`src/rtl/run_ctrl.sv`:
```
// run_ctrl - host-side run sequencer for the basic processor.
//
// On a go request it pulses the processor start line, counts cycles until
// the processor raises halt, then streams a block of data memory out
// through a valid/ready result port and reports the run cycle count.
//
// Optional feature macro: RUN_CTRL_TIMEOUT_EN
//   defined   - RUN is bounded by a watchdog of TIMEOUT cycles; on expiry
//               the timeout flag is set and readback still happens.
//   undefined - RUN waits for halt indefinitely; timeout is tied low and
//               the TIMEOUT parameter has no effect.
//
// Parameters:
//   AW           data-memory address width
//   DW           data-memory word width
//   START_CYCLES length of the dut_start pulse (>= 1)
//   TIMEOUT      RUN cycles allowed before the watchdog fires
//
// Ports:
//   CLK        clock, rising edge
//   reset      synchronous active-high reset
//   go         run request, only honoured in IDLE
//   rd_base    first readback address, captured on go
//   rd_len     readback word count (0..2^AW), captured on go
//   busy       high in every state except IDLE
//   done       one-cycle pulse at the end of a run
//   timeout    sticky watchdog flag for the last run
//   cycles     saturating cycle count of the last run
//   dut_start  processor start line
//   dut_halt   processor halt line
//   mem_own    high while this block drives the data-memory address
//   mem_addr   data-memory address (rd_base + index, wraps mod 2^AW)
//   mem_rdata  data-memory read data, combinational on mem_addr
//   res_valid  readback word available
//   res_ready  consumer accepts the word
//   res_data   readback word (mem_rdata passed straight through)
module run_ctrl #(
  parameter int unsigned AW           = 8,
  parameter int unsigned DW           = 8,
  parameter int unsigned START_CYCLES = 2,
  parameter logic [15:0] TIMEOUT      = 16'd50000
) (
  input  logic          CLK,
  input  logic          reset,
  input  logic          go,
  input  logic [AW-1:0] rd_base,
  input  logic [AW:0]   rd_len,
  output logic          busy,
  output logic          done,
  output logic          timeout,
  output logic [15:0]   cycles,
  output logic          dut_start,
  input  logic          dut_halt,
  output logic          mem_own,
  output logic [AW-1:0] mem_addr,
  input  logic [DW-1:0] mem_rdata,
  output logic          res_valid,
  input  logic          res_ready,
  output logic [DW-1:0] res_data
);

  typedef enum logic [2:0] {
    S_IDLE,
    S_START,
    S_RUN,
    S_DRAIN,
    S_DONE
  } state_t;

  localparam logic [15:0] START_LAST = 16'(START_CYCLES - 1);

  state_t        state;
  state_t        state_next;
  logic [AW-1:0] base_q;
  logic [AW-1:0] base_next;
  logic [AW:0]   len_q;
  logic [AW:0]   len_next;
  logic [AW:0]   idx_q;
  logic [AW:0]   idx_next;
  logic [15:0]   start_cnt;
  logic [15:0]   start_cnt_next;
  logic [15:0]   cycles_next;
  logic          timeout_next;
  logic [AW-1:0] addr_next;

`ifdef RUN_CTRL_TIMEOUT_EN
  // One bit wider than the count so the comparison cannot wrap.
  logic [16:0]   count_inc;
`else
  // Watchdog limit is meaningless without the watchdog.
  if (TIMEOUT == 16'd0) begin : g_timeout_unused
  end
`endif

  // Result word is the memory read data for the address currently driven.
  assign res_data = mem_rdata;

  always_comb begin
    state_next     = state;
    base_next      = base_q;
    len_next       = len_q;
    idx_next       = idx_q;
    start_cnt_next = start_cnt;
    cycles_next    = cycles;
    timeout_next   = timeout;
`ifdef RUN_CTRL_TIMEOUT_EN
    count_inc      = {1'b0, cycles} + 17'd1;
`else
    timeout_next   = 1'b0;
`endif

    unique case (state)
      S_IDLE: begin
        if (go) begin
          base_next      = rd_base;
          len_next       = rd_len;
          idx_next       = '0;
          start_cnt_next = '0;
          cycles_next    = '0;
          timeout_next   = 1'b0;
          state_next     = S_START;
        end
      end

      S_START: begin
        // Halt is deliberately not looked at while start is asserted.
        if (start_cnt == START_LAST) begin
          state_next = S_RUN;
        end else begin
          start_cnt_next = start_cnt + 16'd1;
        end
      end

      S_RUN: begin
        // cycles itself is the run counter: at RUN cycle N it holds N, so
        // seeing halt simply freezes it.
        if (dut_halt) begin
          idx_next   = '0;
          state_next = (len_q == '0) ? S_DONE : S_DRAIN;
        end
`ifdef RUN_CTRL_TIMEOUT_EN
        else if (count_inc >= {1'b0, TIMEOUT}) begin
          cycles_next  = TIMEOUT;
          timeout_next = 1'b1;
          idx_next     = '0;
          state_next   = (len_q == '0) ? S_DONE : S_DRAIN;
        end
`endif
        else if (cycles != '1) begin
          cycles_next = cycles + 16'd1;
        end
      end

      S_DRAIN: begin
        // res_valid is high for the whole of DRAIN, so ready alone is the
        // handshake.
        if (res_ready) begin
          if (idx_q + (AW+1)'(1) == len_q) begin
            state_next = S_DONE;
          end else begin
            idx_next = idx_q + (AW+1)'(1);
          end
        end
      end

      S_DONE: begin
        state_next = S_IDLE;
      end

      default: begin
        state_next = S_IDLE;
      end
    endcase

    // Address is produced one cycle ahead so the registered value lines up
    // with the word being offered; it stays put while ready is low.
    addr_next = (state_next == S_DRAIN) ? (base_q + idx_next[AW-1:0]) : '0;
  end

  always_ff @(posedge CLK) begin
    if (reset) begin
      state     <= S_IDLE;
      base_q    <= '0;
      len_q     <= '0;
      idx_q     <= '0;
      start_cnt <= '0;
      cycles    <= '0;
      timeout   <= 1'b0;
      busy      <= 1'b0;
      done      <= 1'b0;
      dut_start <= 1'b0;
      mem_own   <= 1'b0;
      mem_addr  <= '0;
      res_valid <= 1'b0;
    end else begin
      state     <= state_next;
      base_q    <= base_next;
      len_q     <= len_next;
      idx_q     <= idx_next;
      start_cnt <= start_cnt_next;
      cycles    <= cycles_next;
      timeout   <= timeout_next;
      busy      <= (state_next != S_IDLE);
      done      <= (state_next == S_DONE);
      dut_start <= (state_next == S_START);
      mem_own   <= (state_next == S_DRAIN);
      mem_addr  <= addr_next;
      res_valid <= (state_next == S_DRAIN);
    end
  end

endmodule

```
`config.mk`:
```
export PLATFORM = sky130hd
export DESIGN_NAME = run_ctrl
export DESIGN_NICKNAME = d
export VERILOG_FILES = /design/src/rtl/run_ctrl.sv
export SDC_FILE = /design/constraint.sdc
export NUM_CORES = 1
export LEC_CHECK = 0
export BUFFER_PORTS_ARGS = -buffer_cell sky130_fd_sc_hd__buf_2
export CORE_MARGIN = 4
export CORE_UTILIZATION = 45
export CTS_BUF_LIST = sky130_fd_sc_hd__clkbuf_2 sky130_fd_sc_hd__clkbuf_4 sky130_fd_sc_hd__clkbuf_8
export DETAILED_ROUTE_END_ITERATION = 16
export GPL_TIMING_DRIVEN = 0
export MAX_ROUTING_LAYER = met4
export PLACE_DENSITY_LB_ADDON = 0.2
export SLEW_MARGIN = 20
export SYNTH_ARGS = -nofsm -noshare
export SYNTH_HDL_FRONTEND = slang
export SYNTH_SLANG_ARGS = --single-unit
```
`constraint.sdc`:
```
create_clock -name CLK -period 7 [get_ports CLK]
set_clock_uncertainty 0.15 [all_clocks]
set_input_delay 1.4 -clock CLK [delete_from_list [all_inputs] [get_ports CLK]]
set_output_delay 1.4 -clock CLK [all_outputs]
set_load 0.05 [all_outputs]
```
==> flow_metrics.env <==
export IMPL_outcome="finished clean"
export IMPL_fmax_mhz=218
export IMPL_drv_slew=0
export IMPL_syn_nets=472
export IMPL_area_growth_pct=16.0
export IMPL_drtIter0Drc=118
export IMPL_hold_buffers=0
export IMPL_grt_first_pass_wirelength_um=13500
export IMPL_synth_edf_count=0
export IMPL_worst_pin_slew_ns=1.02
export IMPL_ys_warnings_count=0
export IMPL_synth_most_common_cell="dfxtp_1"
export IMPL_p_switching_uw=236
export IMPL_critPathMaxStageDelay_ns=0.49
export IMPL_relSlewSlack_pct=31.6
export IMPL_clkTransAtPathRegs_ns=0.07
export IMPL_ys_ff_latch=73
export IMPL_via_count=3098
export IMPL_cts_tree="yes"
export IMPL_wl_um=7920
export IMPL_rr_endpoint="mem_addr[7]"
export IMPL_cp_startpoint="idx_q[0]"
export IMPL_yosysTopAreaCell="dfxtp_1"
export IMPL_drt_vias_per_instance=5.13
export IMPL_hpwl_um=5990
export IMPL_ir_worst_vdd_uv=112
export IMPL_die_w_um=98.0
export IMPL_cp_arrival_ns=4.66
export IMPL_root_buffer="clkbuf_8"
export IMPL_ys_flop_type="dfxtp_1"
export IMPL_p_int_uw=600
export IMPL_initial_core_util_pct=46.7
export IMPL_antenna_found_initial=0
export IMPL_drt_pass1_iterations=4
export IMPL_hold_path_end="base_q[6]"
export IMPL_port_buffers=57
export IMPL_rsz0062_at_grt="no"
export IMPL_grt_max_degree=13
export IMPL_gp_congestion=0.902
export IMPL_nNetsFinal=540
export IMPL_slowest_stage="dfxtp_1"
export IMPL_cp_start_kind="register"
export IMPL_ctsResizeCount=0
export IMPL_cp_data_required_time_ns=7.08
export IMPL_grt_pass1_vias=3023
export IMPL_finalHoldViolations=0
export IMPL_crit_chain="ha_1 -> buf_2 -> nand2_1 -> or4b_1 -> a2111o_1 -> o2111ai_2 -> inv_1 -> a22o_1 -> ha_1 -> a21o_1 -> a21oi_1 -> o21bai_1 -> a21oi_1 -> o21ai_0 -> xor2_1 -> nor2b_1 -> mux2_2"
export IMPL_grt_usage_pct=17.5
export IMPL_yosysUniqueCellTypes=54
export IMPL_swShare_pct=28.2
export IMPL_dieArea_sq_mm=0.00961
export IMPL_clock_sink_count=73
export IMPL_regArea_sq_mm=0.00146
export IMPL_place_area_sq_mm=0.00406
export IMPL_p_leak_uw=0.00177
export IMPL_wire_per_inst_um=13.1
export IMPL_design_area_sq_mm=0.00423
export IMPL_r2r_cells=17
export IMPL_worstPathMaxFanout=10
export IMPL_multiInputGateArea_sq_mm=0.00201
export IMPL_hp_start="base_q[6]"
export IMPL_combPwrFrac_pct=12.8
export IMPL_r2r_start="idx_q[0]"
export IMPL_syn_area_per_cell_sq_um=8.48
export IMPL_finalPower_uw=836
export IMPL_core_sq_mm=0.00781
export IMPL_period_share_pct=65.4
export IMPL_rows=32
export IMPL_pwr_share_seq_pct=52.2
export IMPL_drt_antenna_violating_nets=0
export IMPL_clock_latency_ns=0.35
export IMPL_synthTopCellsByCount="dfxtp_1, nand2_1, nor2_1"
export IMPL_htreeDepth=3
export IMPL_grt_ovfl_total=0
export IMPL_drc_errors=0
export IMPL_syn_area_sq_mm=0.00365
export IMPL_cts_setup_buffers=0
export IMPL_crit_path_end_kind="register"
export IMPL_r2r_slack_ns=2.42
export IMPL_criticalPathCategory="reg -> reg"
export IMPL_synth_cells=430
export IMPL_die_h_um=98.0
export IMPL_antenna_cells=0
export IMPL_drive_gt1_share_pct=19.1
export IMPL_yosysSeqAreaShare_pct=40.1
export IMPL_synthArstFlopShare_pct=0
export IMPL_powerDensity_mw_per_mm2=198
export IMPL_setup_viol=0
export IMPL_top_level_ports=68
export IMPL_fill_cells=781
export IMPL_hold_class="reg -> reg"
export IMPL_drv_cap=0
export IMPL_synth_top_area_share_pct=40.1
export IMPL_min_period_ns=4.58
export IMPL_setup_tns_ns=0
export IMPL_numCtsBuffers=9
export IMPL_synthTopCellsByArea="dfxtp_1, a21oi_1, nand2_1"
export IMPL_pwr_share_clk_pct=35.0
export IMPL_hold_path_depth=2
export IMPL_cts_buffer_depth=2
[cells in the final DEF, fill, tap and decap left out, types with 7 or more instances in the layout]
cell type  synthesis  final
a21oi_1           40     40
and3_1             8      8
and4_1             9      9
buf_2              2     59
buf_4             10     10
clkbuf_1          13     13
clkbuf_8           0     10
dfxtp_1           73     73
ha_1              11     11
inv_1              8      8
nand2_1           52     52
nand2b_1           8      8
nand3_1           20     20
nand4_1            7      7
nor2_1            43     43
nor2b_1           11     11
o21ai_0            9      9
xnor2_1           20     20
xor2_1            22     22
[area by class of cell]
| cell class | count | area share (%) |
|---|---|---|
| Multi-Input combinational cell | 322 | 47.4 |
| Sequential cell | 73 | 34.6 |
| Timing Repair Buffer | 57 | 6.75 |
| Buffer | 27 | 3.52 |
| Clock buffer | 10 | 3.26 |
| Tap cell | 102 | 3.02 |
| Clock inverter | 5 | 0.740 |
| Inverter | 8 | 0.710 |
[flip-flops by register name (all words and copies together) (netlist names)]
name / count
start_cnt: 16
len_q: 9
idx_q: 9
state: 3
mem_addr: 8
res_valid: 1
done: 1
busy: 1
base_q: 8
dut_start: 1
cycles: 16
[kinds of logic after synthesis]
kind of cell               Yosys count  synth area share (%)
other                                1                 0.103
AOI/OAI and AO/OA                   72                  12.4
muxes                                4                  1.20
xor gates and xnor gates            43                  10.7
DFF                                 73                  40.1
adders and majority gates           12                  4.32
buffers and inverters               35                  4.91
and+or+nand+nor                    190                  26.3
[how the worst max path moves through the flow]
| stage | cells past startpoint | endpoint | slack, ns |
|---|---|---|---|
| 4_1_cts | 17 | mem_addr[7] | 2.40 |
| 2_1_floorplan | 17 | mem_addr[7] | 2.91 |
| 3_3_place_gp | 17 | mem_addr[7] | 2.48 |
| 3_5_place_dp | 17 | mem_addr[7] | 2.44 |
| 5_1_grt | 17 | mem_addr[7] | 2.10 |
| 6_report | 17 | mem_addr[7] | 2.42 |
[per-layer routing]
layer  GRT usage, %  wire length [um]
met4           6.07               151
met3           3.50               288
met1           20.5              3620
met5              -                 0
met2           29.9              3870
[power groups by stage]
stage | clock network, uW | logic [uW] | registers (uW)
floorplan | 0 | 71.1 | 453
detailed placement | 0 | 108 | 446
global placement | 0 | 106 | 446
CTS | 304 | 108 | 436
finish | 292 | 107 | 437
global route | 318 | 119 | 438
[critical path, delay by kind of cell, from the launching register on]
kind / cells / cell delay [ns]
simple gates: 3 / 0.69
fa+ha+maj: 2 / 0.47
compound gates: 8 / 1.92
flops: 1 / 0.49
buf+inv: 2 / 0.32
mux: 1 / 0.26
xor+xnor: 1 / 0.17
[metrics by stage]
stage          setup slack (ns)  util, %  hold WS [ns]  instances
4_1_cts                    2.40     54.2         0.315        604
2_1_floorplan              2.91        -         0.291        430
3_5_place_dp               2.44     52.0         0.305        589
6_report                   2.42     54.2         0.314        604
5_1_grt                    2.10     54.2         0.337        604
3_3_place_gp               2.48     52.0         0.298        589
Power figures use the tool's default switching activity.
